===== config.mk =====
export PLATFORM = sky130hd
export DESIGN_NAME = kbd_port_fifo
export DESIGN_NICKNAME = d
export VERILOG_FILES = /design/src/rtl/kbd_port_fifo.sv
export SDC_FILE = /design/constraint.sdc
export NUM_CORES = 1
export LEC_CHECK = 0
export ABC_AREA = 1
export BUFFER_PORTS_ARGS = -buffer_cell sky130_fd_sc_hd__buf_2
export CORE_ASPECT_RATIO = 0.6
export CORE_MARGIN = 1
export CORE_UTILIZATION = 25
export CTS_CLUSTER_SIZE = 16
export DETAILED_ROUTE_END_ITERATION = 10
export GPL_TIMING_DRIVEN = 0
export SKIP_LAST_GASP = 1
export SYNTH_ARGS = -nofsm -noshare
export SYNTH_HDL_FRONTEND = slang
export SYNTH_SLANG_ARGS = --single-unit

===== constraint.sdc =====
create_clock -name clk -period 2.4 [get_ports clk]
set_clock_uncertainty 0.2 [all_clocks]
set_input_delay 0.48 -clock clk [delete_from_list [all_inputs] [get_ports clk]]
set_output_delay 0.48 -clock clk [all_outputs]
set_load 0.05 [all_outputs]

===== src/rtl/kbd_port_fifo.sv =====
// kbd_port_fifo: buffered PS/2 keyboard port for the KR580 I/O bus.
// Folds F0 break prefixes into the code byte and queues key events in a
// first-word-fall-through FIFO. The CPU reads the FIFO through four I/O ports:
//   BASE+0 head/pop, BASE+1 status/control, BASE+2 event count, BASE+3 flags.

module kbd_port_fifo #(
    parameter logic [7:0]  BASE       = 8'hFC,
    parameter int unsigned DEPTH_LOG2 = 3
) (
    input  logic       clk,
    input  logic       reset_n,
    input  logic [7:0] ps2_data,
    input  logic       ps2_stb,
    input  logic [7:0] ps2_code,
    input  logic [7:0] pin_pa,
    input  logic [7:0] pin_po,
    input  logic       pin_pw,
    input  logic       pin_pr,
    output logic [7:0] pin_pi,
    output logic       pin_sel,
    output logic       pin_intr
);

    localparam int unsigned Depth = 1 << DEPTH_LOG2;
    localparam int unsigned PtrW  = DEPTH_LOG2;
    localparam int unsigned CntW  = DEPTH_LOG2 + 1;

    localparam logic [1:0] OffData   = 2'd0;
    localparam logic [1:0] OffStatus = 2'd1;
    localparam logic [1:0] OffEvcnt  = 2'd2;
    localparam logic [1:0] OffFlags  = 2'd3;

    localparam logic [7:0] BreakPrefix = 8'hF0;

    // ------------------------------------------------------------------
    // State
    // ------------------------------------------------------------------
    logic [7:0]      mem_q [Depth];
    logic [7:0]      mem_d [Depth];
    logic [PtrW-1:0] rd_ptr_q, rd_ptr_d;
    logic [PtrW-1:0] wr_ptr_q, wr_ptr_d;
    logic [CntW-1:0] count_q, count_d;
    logic            brk_q, brk_d;
    logic            ovf_q, ovf_d;
    logic            ien_q, ien_d;
    logic [7:0]      evcnt_q, evcnt_d;
    logic            intr_q, intr_d;

    // ------------------------------------------------------------------
    // Decode and request qualification
    // ------------------------------------------------------------------
    logic [1:0] offset;
    logic       empty;
    logic       full;
    logic       stb_break;
    logic       push_req;
    logic       pop_req;
    logic       ctrl_wr;
    logic       clr;
    logic       do_pop;
    logic       do_push;
    logic [7:0] code;
    logic [7:0] head;
    logic [4:0] count_ext;
    logic       unused_po;

    // Address decode, FIFO flags and the folded code byte.
    always_comb begin
        pin_sel   = (pin_pa[7:2] == BASE[7:2]);
        offset    = pin_pa[1:0];
        empty     = (count_q == '0);
        full      = (count_q == CntW'(Depth));
        stb_break = ps2_stb && (ps2_data == BreakPrefix);
        push_req  = ps2_stb && (ps2_data != BreakPrefix);
        pop_req   = pin_pr && pin_sel && (offset == OffData);
        ctrl_wr   = pin_pw && pin_sel && (offset == OffStatus);
        clr       = ctrl_wr && pin_po[0];
        // Extended codes (Ex) already carry their own meaning in bit 7.
        code      = (ps2_code[7:4] == 4'hE) ? ps2_code : {brk_q, ps2_code[6:0]};
        // Pop on an empty FIFO is ignored; a push into a full FIFO is only
        // accepted when a pop frees a slot in the same cycle.
        do_pop    = pop_req && !empty && !clr;
        do_push   = push_req && (!full || do_pop) && !clr;
        head      = empty ? 8'h00 : mem_q[rd_ptr_q];
        count_ext = 5'(count_q);
        unused_po = ^pin_po[7:2];
    end

    // ------------------------------------------------------------------
    // Next-state logic
    // ------------------------------------------------------------------

    // FIFO storage: write the folded code at the tail on an accepted push.
    always_comb begin
        for (int i = 0; i < int'(Depth); i++) begin
            mem_d[i] = mem_q[i];
        end
        if (do_push) begin
            mem_d[wr_ptr_q] = code;
        end
    end

    // Pointers, occupancy, flags and the event counter.
    always_comb begin
        rd_ptr_d = rd_ptr_q;
        wr_ptr_d = wr_ptr_q;
        count_d  = count_q;
        brk_d    = brk_q;
        ovf_d    = ovf_q;
        ien_d    = ien_q;
        evcnt_d  = evcnt_q;

        // Every non-prefix strobe is an event, even when the byte is dropped.
        if (push_req) begin
            evcnt_d = evcnt_q + 8'd1;
        end

        if (ctrl_wr) begin
            ien_d = pin_po[1];
        end

        if (clr) begin
            // Clear beats a coincident push: no entry, no overflow.
            rd_ptr_d = '0;
            wr_ptr_d = '0;
            count_d  = '0;
            brk_d    = 1'b0;
            ovf_d    = 1'b0;
        end else begin
            if (stb_break) begin
                brk_d = 1'b1;
            end else if (push_req) begin
                brk_d = 1'b0;
            end

            if (push_req && !do_push) begin
                ovf_d = 1'b1;
            end

            if (do_push) begin
                wr_ptr_d = wr_ptr_q + PtrW'(1);
            end
            if (do_pop) begin
                rd_ptr_d = rd_ptr_q + PtrW'(1);
            end

            if (do_push && !do_pop) begin
                count_d = count_q + CntW'(1);
            end else if (do_pop && !do_push) begin
                count_d = count_q - CntW'(1);
            end
        end

        intr_d = ien_q && !empty;
    end

    // ------------------------------------------------------------------
    // Registers
    // ------------------------------------------------------------------

    // FIFO storage flops.
    always_ff @(posedge clk or negedge reset_n) begin
        if (!reset_n) begin
            for (int i = 0; i < int'(Depth); i++) begin
                mem_q[i] <= 8'h00;
            end
        end else begin
            for (int i = 0; i < int'(Depth); i++) begin
                mem_q[i] <= mem_d[i];
            end
        end
    end

    // Control and status flops.
    always_ff @(posedge clk or negedge reset_n) begin
        if (!reset_n) begin
            rd_ptr_q <= '0;
            wr_ptr_q <= '0;
            count_q  <= '0;
            brk_q    <= 1'b0;
            ovf_q    <= 1'b0;
            ien_q    <= 1'b0;
            evcnt_q  <= 8'h00;
            intr_q   <= 1'b0;
        end else begin
            rd_ptr_q <= rd_ptr_d;
            wr_ptr_q <= wr_ptr_d;
            count_q  <= count_d;
            brk_q    <= brk_d;
            ovf_q    <= ovf_d;
            ien_q    <= ien_d;
            evcnt_q  <= evcnt_d;
            intr_q   <= intr_d;
        end
    end

    // ------------------------------------------------------------------
    // Outputs
    // ------------------------------------------------------------------

    // Read mux; unmapped addresses float high like an empty bus.
    always_comb begin
        pin_pi = 8'hFF;
        if (pin_sel) begin
            case (offset)
                OffData:   pin_pi = head;
                OffStatus: pin_pi = {!empty, full, ovf_q, count_ext};
                OffEvcnt:  pin_pi = evcnt_q;
                OffFlags:  pin_pi = {6'b0, ien_q, brk_q};
                default:   pin_pi = 8'hFF;
            endcase
        end
    end

    assign pin_intr = intr_q;

endmodule

After elaboration in Yosys (flattened, before gate mapping)

Cells that the tools add are included.

Register bits: 86
Input bits: 37
Output and inout bits: 10
Logic and storage cells: 85

$add $sub $neg: 5
Order comparisons: 3
Equality and inequality tests: 8
Muxes and demuxes: 22
Bitwise operators: 2
Reduce and logical (&&, ||, !) cells: 29

Operator list:

| operator                                            | number |
|---|---|
| bitwise mux 64 bit                                  | 1 |
| two-way mux 8 bit                                   | 6 |
| case mux 8 bit (4 select lines)                     | 1 |
| binary-select mux 8 bit (select 3 bit)              | 1 |
| demux 8 bit (select 3 bit)                          | 1 |
| logical AND 1 bit                                   | 16 |
| two-way mux 3 bit                                   | 4 |
| two-way mux 4 bit                                   | 3 |
| adder 8 x 1 -> 8 bit (second input constant)        | 1 |
| equality test 4 bit (second input constant)         | 2 |
| equality test 8 bit (second input constant)         | 1 |
| >= comparator 4 bit (second input constant)         | 2 |
| inequality test 8 bit (second input constant)       | 1 |
| inverter 3 -> 4 bit                                 | 2 |
| adder 3 x 1 -> 3 bit (second input constant)        | 2 |
| equality test 6 bit (second input constant)         | 1 |
| nonzero test 2 bit                                  | 3 |
| nonzero test 3 bit                                  | 2 |
| logical NOT 1 bit                                   | 5 |
| two-way mux 1 bit                                   | 5 |
| adder 4 x 1 -> 4 bit (second input constant)        | 1 |
| equality test 2 bit (second input constant)         | 2 |
| logical NOT 4 bit                                   | 1 |
| < comparator 4 x 1 -> 1 bit (second input constant) | 1 |
| other kinds (4)                                     | 4 |

Logic depth before layout (Yosys ltp)

Gate-level depths: netlist of the first run.

Depth after elaboration: 14
Mapped depth: 15
Gate-level depth less buffers: 15

Least setup slack after synthesis of the first run

OpenSTA, ideal clock, no wires.

Kind: register to output
From: reg rd_ptr_q[0]
To: out pin_pi[1]
Data arrival time: 2255 ps
Data required time: 1720 ps
Slack: -535 ps
Stages on the path, launching flop included: 8
Buffers on the path: 2
Cell sequence: dfrtp_1 > clkbuf_1 > inv_1 > clkbuf_1 > nor2_1 > o22ai_1 > nor2_1 > o21ai_0

Longest elaborated chain between the ends: 7

RTL lines:

| what                                                 | RTL line | RTL |
|---|---|---|
| start, declared                                      | 40       | `logic [PtrW-1:0] rd_ptr_q, rd_ptr_d;` |
| start signal, assigned                               | 186      | `rd_ptr_q <= rd_ptr_d;` |
| inverter 3 -> 4 bit (implied by the code)            | 84       | `head = empty ? 8'h00 : mem_q[rd_ptr_q];` |
| binary-select mux 8 bit (select 3 bit)               | 84       |  |
| two-way mux 8 bit (implied by the code) (2 in a row) | 84       |  |
| two-way mux 8 bit                                    | 84       |  |
| case mux 8 bit (4 select lines)                      | 205      | `case (offset)` |
| two-way mux 8 bit                                    | 204      | `if (pin_sel) begin` |
| end, declared                                        | 19       | `output logic [7:0] pin_pi,` |

No other way between the ends. The select of a mux whose other input is x is not followed.

Final worst setup path of the first run

From: reg rd_ptr_q[0]
To: out pin_pi[6]

The elaborated chain is that of the path after synthesis.

==> results of run 1 <==
-- worst max path at each step --
stage                 from   endpoint  slack, ps  cells after the start
2_1_floorplan  rd_ptr_q[0]  pin_pi[1]       -160                      7
3_3_place_gp   rd_ptr_q[0]  pin_pi[6]       -640                      7
3_5_place_dp   rd_ptr_q[0]  pin_pi[6]       -610                      7
4_1_cts        rd_ptr_q[0]  pin_pi[6]       -250                      6
5_1_grt        rd_ptr_q[0]  pin_pi[6]       -340                      7
6_report       rd_ptr_q[0]  pin_pi[6]       -280                      7
-- metrics by stage --
stage          setup WS [ps]  utilization [%]  setup TNS (ps)  std cells  hold slack, ps
6_report                -285             33.5           -1890        834             201
5_1_grt                 -345             33.5           -2600        834             228
4_1_cts                 -255             32.7           -1720        824             198
3_5_place_dp            -613             28.6           -4660        794             230
3_3_place_gp            -642             28.5          -18570        793             266
2_1_floorplan           -159                -            -159        519           -15.6
-- logic make-up after synthesis --
family / share of synthesized area [%]
compound gates: 18.7
xor+xnor: 1.80
fa+ha+maj: 1.89
buf+inv: 6.44
flops: 49.3
simple gates: 21.9
-- cells in the final DEF, fill, tap and decap left out, types with 9 or more instances in the layout --
cell type	synthesis	routed
nand2_1	117	117
dfrtp_1	86	81
o21ai_1	58	68
nor2_1	58	51
inv_1	38	35
buf_2	0	31
buf_4	0	28
o21ai_0	45	26
buf_6	8	13
o21ai_2	6	12
nand2_4	9	11
clkbuf_16	0	11
nand3_1	13	10
o211ai_1	9	9
-- power groups by stage --
stage	clock (mW)	sequential [mW]	combinational, mW
final	1.43	2.53	2.14
after global routing	1.51	2.60	2.42
after CTS	1.45	2.51	2.03
after detailed placement	0	2.51	1.79
after global placement	0	2.51	1.74
after floorplan	0	2.41	1.36
-- flip-flops by register name (all words and copies together) (netlist names) --
| signal | flops |
|---|---|
| pin_intr | 1 |
| count_q | 4 |
| wr_ptr_q | 3 |
| ovf_q | 1 |
| evcnt_q | 8 |
| mem_q | 64 |
| ien_q | 1 |
| brk_q | 1 |
| rd_ptr_q | 3 |
-- timing repair --
action / 4_1_cts / 5_1_grt
endpoints found under the setup margin: 9 / 11
resized for setup: 79 / 24
hold buffers: 1 / 0
pin swaps: 14 / 28
endpoints found under the hold margin: 26 / 0
buffers inserted: 14 / 10
gates cloned: 1 / 0
-- layout make-up --
class	count	area (um2)	area share [%]
sequential	86	2160	37.6
multi-input combinational	374	2120	37.0
timing repair buffer	67	473	8.25
tap	234	293	5.11
clock buffer	11	243	4.23
buffer	19	236	4.12
inverter	38	149	2.60
clock inverter	5	58.8	1.03
-- worst max-delay path: stages (launching register included) --
cell	delay (ps)
dfrtp_2	500
inv_4	90
clkbuf_16	180
o21ai_4	140
o22ai_4	90
o211ai_1	270
o211ai_1	160
buf_4	220
-- per-layer routing --
| layer | track usage, % | part of all wire, % | up-vias | wire [um] |
|---|---|---|---|---|
| li1 | - | - | 1903 | - |
| met1 | 24.0 | 54 | 1869 | 7060 |
| met2 | 20.2 | 39 | 116 | 5100 |
| met3 | 4.75 | 6.6 | 11 | 862 |
| met4 | 3.60 | 0.92 | 0 | 121 |
| met5 | 0 | 0 | - | 0 |
==> metrics.txt, run 1 <==
Avg WL per Cell 15.8 um; Final nets 638; RePlAce Congestion just over 0.8; P_int between 3 and 4 mW; Seq/Total Area, Yosys roughly half; worst-skew pair later-pin latency 340 ps; P_sw 2.28 mW; Clock transition at path regs 60 ps; layout cells sized above 1 26.7%; Pwr Total 6.10 mW; Via Count 3,899; ys flop type dfrtp_1; TritonCTS clock tree done; Die W ~170 um; top cells by count, synth 117 x nand2_1, 86 x dfrtp_1, 58 x nor2_1, 58 x o21ai_1, 45 x o21ai_0; gr usage total between 10% and 20%; Hold Crit Depth 3; cells after synthesis 519; Sw Ratio 37.4%; Routed Antenna Nets 0; worst path required time around 1700 ps; Initial Utilization 25.5%; ys async rst share 100%; Combinational Power Share 35.2%; largest net degree at the start of global routing 61; Root Buffer Master clkbuf_16; Synth top area share slightly below 50%; min-delay src pin_po[1]; FF-to-FF End count_q[3]; maximum clock path buffer count 2; sequential share of power 41.5%; post-route cell area between 5000 and 6000 um2; total gr overflow 0; number of distinct library cells after synthesis 34; detailed placement HPWL 9.34 mm; first-pass GRT wire length about 21 mm; CTS Buf Count 9; Mapped Area 4370 um2; area grow syn2layout 31.2%; Fillers 1,815; Critical Path End Type primary output; syn avg cell area 8.42 um2; CP Class flip-flop to primary output; vias per inst around 4.7; die height 104 um; most numerous cell in the Yosys netlist nand2_1; violated checks negative setup slack; period utilization 112%; Period minus WS final ~2700 ps; worst slew pin tran 938 ps; Yosys reg bits 86; normalized max-slew margin 36.7%; # rows 37; Worst Setup Start Kind flip-flop; I/O Buffers 40; clock sinks 86; Diodes inserted 0; num ports between 40 and 50; Placement Cell Area 4910 um2; Max-Cap Viols 0; worst vdd ir 0.000349 V; Die ar. around 18,000 um2; Tightest Hold Check Type input pin to flip-flop; crit path DAT 2000 ps; clock power share 23.4%; post-layout worst setup margin -285 ps; final WL 13.1 mm; fmax 372 MHz; drt pass-1 iters 4; R2R Setup Slk 100 ps; unrepaired setup endpoints after global routing true; pwr dens 1060 nW/um2; post-synth top area cell dfrtp_1; status finished with violations; initial DRC count 328; final slew viol count 0; synth warn 0; antenna violations before repair 0; DRC 0; hold endpoint ien_q; Leakage Power between 2 and 3 nW; reg2reg path depth 15; CP max FO 8; Core Area 17,100 um2; Fin. Hold Viols 0; number of flops mapped to enable cells by yosys 0; Mapped Nets around 560; Synth area leaders dfrtp_1 49%, nand2_1 10%, o21ai_1 6.6%; H-tree depth 3; number of global-route vias before repair 3,834; setup violators final 8; reg2reg start count_q[1]
No activity file was read; power rests on OpenSTA's default activity.
==> run 2: changes to the inputs <==
--- a/config.mk
+++ b/config.mk
@@ -10,6 +10,7 @@
 export CORE_ASPECT_RATIO = 0.6
 export CORE_MARGIN = 1
 export CORE_UTILIZATION = 25
+export CTS_BUF_LIST = sky130_fd_sc_hd__clkbuf_16
 export CTS_CLUSTER_SIZE = 16
 export DETAILED_ROUTE_END_ITERATION = 10
 export GPL_TIMING_DRIVEN = 0
@@ -17,3 +18,4 @@
 export SYNTH_ARGS = -nofsm -noshare
 export SYNTH_HDL_FRONTEND = slang
 export SYNTH_SLANG_ARGS = --single-unit
+export TNS_END_PERCENT = 50
==> run 2 against run 1 <==
The flow still finishes with violations (negative setup slack). Flip-flop and latch count stayed put. Final cell count fell by 1.6%. Critical path depth grew 1. Sequential power hardly changed. Utilization shrank 0.57 points.
==> metrics.txt, run 2 (same netlist as run 1, synthesis figures left out) <==
Die ar. 18,000 um2 (unchanged); gr usage total 15.4% (was 15.5%); Setup Total Neg Slack -2020 ps (was -1890 ps); detailed placement HPWL 9.33 mm (was 9.34 mm); Period minus WS final 2660 ps (was 2680 ps); min-delay src pin_po[1] (unchanged); Diodes inserted 0 (unchanged); worst-skew pair later-pin latency 340 ps (about the same); max FFs per register 64 (unchanged); Leakage Power 2.66 nW (was 2.68 nW); total gr overflow 0 (unchanged); period utilization 111% (was 112%); num ports 47 (unchanged); pre-CTS setup slack -595 ps (was -613 ps); area grow syn2layout 29.0% (was 31.2%); maximum clock path buffer count 2 (unchanged); Clock transition at path regs 60 ps (about the same); TritonCTS clock tree done (unchanged); violated checks negative setup slack (unchanged); normalized max-slew margin 26.1% (was 36.7%); Fin. Hold Viols 0 (unchanged); I/O Buffers 40 (unchanged); Routed Antenna Nets 0 (unchanged); Reg with most FFs mem_q (unchanged); vias per inst 4.77 (was 4.68); setup violators final 9 (was 8); unrepaired setup endpoints after global routing true (unchanged); Worst Setup Start Kind flip-flop (unchanged); CTS Buf Count 9 (unchanged); RePlAce Congestion 0.841 (was 0.829); Avg WL per Cell 16.2 um (was 15.8 um); Initial Utilization 25.5% (unchanged); worst path required time 1720 ps (about the same); critical path launch point rd_ptr_q[0] (unchanged); first-pass GRT wire length 21.4 mm (about the same); Tightest Hold Check Type input pin to flip-flop (unchanged); number of global-route vias before repair 3,728 (was 3,834); commonest non-fill, non-tap cells in the layout 116 x nand2_1, 81 x dfrtp_1, 69 x o21ai_1 (was 117 x nand2_1, 81 x dfrtp_1, 68 x o21ai_1); drt pass-1 iters 5 (was 4); CP Class flip-flop to primary output (unchanged); Multi-input gate area 2090 um2 (was 2120 um2); layout cells sized above 1 23.5% (was 26.7%); CP max FO 6 (was 8); status finished with violations (unchanged); Root Buffer Master clkbuf_16 (unchanged); # rows 37 (unchanged); crit path DAT 1980 ps (was 2000 ps); Via Count 3,916 (was 3,899); Critical Path End Type primary output (unchanged); worst vdd ir 0.000333 V (was 0.000349 V); worst slew pin tran 1090 ps (was 938 ps); reg2reg start count_q[2] (was count_q[1]); post-layout util 32.9% (was 33.5%); antenna violations before repair 0 (unchanged); final WL 13.3 mm (was 13.1 mm); H-tree depth 3 (unchanged); initial DRC count 309 (was 328); Placement Cell Area 4900 um2 (was 4910 um2); commonest non-fill, non-tap cell in the layout nand2_1 (unchanged); pwr dens 1080 nW/um2 (was 1060 nW/um2); post-route cell area 5640 um2 (was 5730 um2); Core Area 17,100 um2 (unchanged); Max-Cap Viols 0 (unchanged); Fillers 1,820 (was 1,815); final slew viol count 0 (unchanged); clock sinks 86 (unchanged); die height 104 um (unchanged); post-layout worst setup margin -262 ps (was -285 ps); Regs by FF count mem_q x64, evcnt_q x8, count_q x4 (unchanged); fmax 376 MHz (was 372 MHz); Final nets 625 (was 638); Die W 173 um (unchanged); DRC 0 (unchanged); FF/Latch Area 2160 um2 (unchanged); largest net degree at the start of global routing 64 (was 61)
[run 2: area by class of cell]
cell class | count | share of cell area (%)
clock buffer | 9 | 4.00
buffer | 19 | 4.35
multi-input combinational | 374 | 37.0
inverter | 38 | 2.57
sequential | 86 | 38.3
clock inverter | 7 | 1.89
timing repair buffer | 54 | 6.68
tap | 234 | 5.19
[run 2: power breakdown]
part / internal [mW] / switching (mW) / leakage, nW / total [mW]
combinational: 0.808 / 1.16 / 1.41 / 1.97
clock: 1.00 / 0.577 / 0.173 / 1.58
sequential: 2.08 / 0.483 / 1.07 / 2.56
[run 2: worst max-delay path: stages, from the launching register on]
cell and delay [ps]:
dfrtp_2 490, inv_4 130, clkbuf_16 170, buf_8 110, o21ai_1 60, o22ai_2 190
nor2_1 100, o21ai_2 180, buf_6 190
[run 2: timing repair]
| action | in CTS | in global routing |
|---|---|---|
| hold buffers | 1 | 0 |
| hold endpoints to repair | 23 | 0 |
| endpoints found under the setup margin | 9 | 11 |
| gates cloned | 0 | 0 |
| resized for setup | 73 | 25 |
| setup buffers | 11 | 1 |
| pin swaps | 17 | 11 |
[run 2: metrics by stage]
| step | instances | hold WS, ps | total power, mW |
|---|---|---|---|
| floorplan | 519 | -15.6 | 3.76 |
| global placement | 793 | 266 | 4.26 |
| detailed placement | 794 | 215 | 4.30 |
| CTS | 820 | 185 | 6.03 |
| global route | 821 | 206 | 6.54 |
| finish | 821 | 184 | 6.11 |
[run 2: worst paths after layout]
kind | end | slack, ps | depth (start not counted)
worst max-delay path | pin_pi[1] | -260 | 8
worst max register to register | count_q[3] | -90 | 15
min in group asynchronous | mem_q[25] | 390 | 2
worst min-delay path | ien_q | 180 | 3
max in group asynchronous | rd_ptr_q[2] | 970 | 3
worst min register to register | mem_q[8] | 280 | 2
[run 2: layer usage]
| metal | global-route usage, % | up-vias | share of wire, % |
|---|---|---|---|
| met3 | 4.17 | 9 | 6.8 |
| li1 | - | 1874 | - |
| met2 | 20.7 | 122 | 40 |
| met4 | 2.47 | 0 | 0.65 |
| met5 | 0 | - | 0 |
| met1 | 24.2 | 1911 | 53 |
==> run 3: changes to the inputs <==
--- a/config.mk
+++ b/config.mk
@@ -14,6 +14,7 @@
 export CTS_CLUSTER_SIZE = 16
 export DETAILED_ROUTE_END_ITERATION = 10
 export GPL_TIMING_DRIVEN = 0
+export PLACE_DENSITY = 0.44
 export SKIP_LAST_GASP = 1
 export SYNTH_ARGS = -nofsm -noshare
 export SYNTH_HDL_FRONTEND = slang
==> constraint.sdc (replaced) <==
create_clock -name clk -period 3.2 [get_ports clk]
set_clock_uncertainty 0.2 [all_clocks]
set_input_delay 0.64 -clock clk [delete_from_list [all_inputs] [get_ports clk]]
set_output_delay 0.64 -clock clk [all_outputs]
set_load 0.05 [all_outputs]
==> run 3 against run 2 <==
The run now ends clean. First-iteration DRC count is 13% higher. Critical path depth is 1 lower. Sequential power is 27% lower. Combinational power is 29% lower. Routed wire length is 2.6% higher. Critical path type unchanged. Critical endpoint is now pin_pi[0]. Largest cell class unchanged.
==> metrics.txt, run 3 (same netlist as run 1, synthesis figures left out) <==
status finished, final reports clean (was finished with violations); Fin. Hold Viols 0 (unchanged); worst vdd ir 0.000252 V (was 0.000333 V); Avg WL per Cell 16.9 um (was 16.2 um); final WL 13.6 mm (was 13.3 mm); Root Buffer Master clkbuf_16 (unchanged); worst path required time 2360 ps (was 1720 ps); R2R Setup Slk 570 ps (was -90 ps); slowest CP cell dfrtp_2 (unchanged); Largest delay share family, worst path buffers and inverters (unchanged); commonest non-fill, non-tap cell in the layout nand2_1 (unchanged); worst-skew pair later-pin latency 340 ps (about the same); pwr dens 814 nW/um2 (was 1080 nW/um2); Core Area 17,100 um2 (unchanged); Setup Total Neg Slack 0 ps (was -2020 ps); commonest non-fill, non-tap cells in the layout 117 x nand2_1, 85 x dfrtp_1, 58 x nor2_1, 58 x o21ai_1, 45 x o21ai_0 (was 116 x nand2_1, 81 x dfrtp_1, 69 x o21ai_1); Die W 173 um (unchanged); DRC 0 (unchanged); Leakage Power 2.46 nW (was 2.66 nW); total gr overflow 0 (unchanged); I/O Buffers 40 (unchanged); unrepaired setup endpoints after global routing false (was true); CP max FO 10 (was 6); TritonCTS clock tree done (unchanged); initial DRC count 350 (was 309); number of global-route vias before repair 3,712 (was 3,728); reg2reg path depth 15 (unchanged); fmax 323 MHz; CP Cell Sequence inv_1 > clkbuf_2 > o21ai_0 > o221ai_1 > o211ai_1 > nand3_1 > buf_2 (was inv_4 > clkbuf_16 > buf_8 > o21ai_1 > o22ai_2 > nor2_1 > o21ai_2 > buf_6); worst slew pin tran 875 ps (was 1090 ps); Clock transition at path regs 70 ps (was 60 ps); crit path DAT 2250 ps (was 1980 ps); Hold Slack 118 ps (was 184 ps); die height 104 um (unchanged); # rows 37 (unchanged); CP Class flip-flop to primary output (unchanged); pre-CTS setup slack -56.6 ps (was -595 ps); H-tree depth 3 (unchanged); FF-to-FF End count_q[3] (unchanged); CTS Buf Count 9 (unchanged); layout cells sized above 1 17.6% (was 23.5%); antenna violations before repair 0 (unchanged); post-layout worst setup margin 106 ps (was -262 ps); vias per inst 4.69 (was 4.77); drt pass-1 iters 5 (unchanged); maximum clock path buffer count 2 (unchanged); reg2reg start count_q[0] (was count_q[2]); Via Count 3,786 (was 3,916); Final nets 613 (was 625); clock sinks 86 (unchanged); normalized max-slew margin 40.9% (was 26.1%); Reg with most FFs mem_q (unchanged); post-layout util 30.4% (was 32.9%); first-pass GRT wire length 21.5 mm (was 21.4 mm); Worst Setup Start Kind flip-flop (unchanged); Routed Antenna Nets 0 (unchanged); num ports 47 (unchanged); largest net degree at the start of global routing 49 (was 64); final slew viol count 0 (unchanged); Regs by FF count mem_q x64, evcnt_q x8, count_q x4 (unchanged); Critical Path End Type primary output (unchanged); setup violators final 0 (was 9); period utilization 96.7%; Bufs and invs on worst path 3 (was 4); Max-Cap Viols 0 (unchanged); Die ar. 18,000 um2 (unchanged); RePlAce Congestion 0.788 (was 0.841); Diodes inserted 0 (unchanged); Period minus WS final 3090 ps; Initial Utilization 25.5% (unchanged); detailed placement HPWL 10.1 mm (was 9.33 mm); area grow syn2layout 19.2% (was 29.0%); slowest stage delay, CP 480 ps (was 490 ps); Fillers 1,871 (was 1,820); Tightest Hold Check Type input pin to async pin (was input pin to flip-flop); max FFs per register 64 (unchanged); gr usage total 15.8% (was 15.4%)
run 3: cell types whose count changed in the layout (fill, tap and decap cells not counted), moves of 4 or more:
cell / delta
buf_2: +5
o21ai_0: +19
o21ai_1: -11
dfrtp_2: -4
clkbuf_2: +4
o21ai_2: -7
buf_4: -11
dfrtp_1: +4
nor2_1: +4
buf_6: -5
run 3: through the flow:
step                      power (mW)  area [um2]  cells
final                           4.24        5210    808
after global routing            4.55        5210    808
after CTS                       4.25        5190    808
after detailed placement        3.25        4880    794
after global placement          3.21        4860    793
after floorplan                 2.82        4370    519
run 3: cell type report:
| class | instances | area [um2] | area share, % |
|---|---|---|---|
| Timing Repair Buffer | 41 | 230 | 4.42 |
| Clock buffer | 9 | 225 | 4.33 |
| Multi-Input combinational cell | 374 | 1970 | 37.8 |
| Buffer | 20 | 156 | 3.00 |
| Inverter | 38 | 143 | 2.74 |
| Clock inverter | 6 | 38.8 | 0.745 |
| Tap cell | 234 | 293 | 5.62 |
| Sequential cell | 86 | 2150 | 41.4 |
run 3: power by group:
part | leakage [nW] | total [mW] | internal (mW) | switching, mW
clock network | 0.119 | 0.968 | 0.519 | 0.449
registers | 1.07 | 1.88 | 1.55 | 0.325
logic | 1.27 | 1.39 | 0.538 | 0.853
run 3: worst register-to-register path, stage by stage (launching register included):
cell and delay (ps):
dfrtp_1 490, nor2_2 90, nand2_2 80, nand2_2 80, nor2_1 320, inv_1 100, nand4_1 160, ha_1 300
a21oi_1 150, nand2_1 70, xor2_1 200, inv_1 60, nand2_1 70, nand2_1 70, nand2_1 70, nand2_1 40
run 3: how the worst max path moves through the flow:
stage                      startpoint         to  slack, ps  depth (start not counted)
after floorplan           rd_ptr_q[0]  pin_pi[1]        100                          7
after global placement    rd_ptr_q[0]  pin_pi[1]       -100                          7
after detailed placement  rd_ptr_q[0]  pin_pi[1]        -60                          7
after CTS                 rd_ptr_q[1]  pin_pi[1]         20                          6
after global routing      rd_ptr_q[2]  pin_pi[6]          1                          7
final                     rd_ptr_q[0]  pin_pi[0]        110                          7
run 3: metal layers:
layer | up-vias | wire, um | GRT usage (%)
met1 | 1847 | 7410 | 24.5
met5 | - | 0 | 0
li1 | 1831 | - | -
met2 | 91 | 5110 | 20.0
met4 | 0 | 197 | 4.30
met3 | 17 | 909 | 5.08
run 3: repair_timing:
item	in CTS	in global routing
gates resized for setup	17	9
hold buffers	0	0
buffers inserted	0	0
setup endpoints to repair	8	8
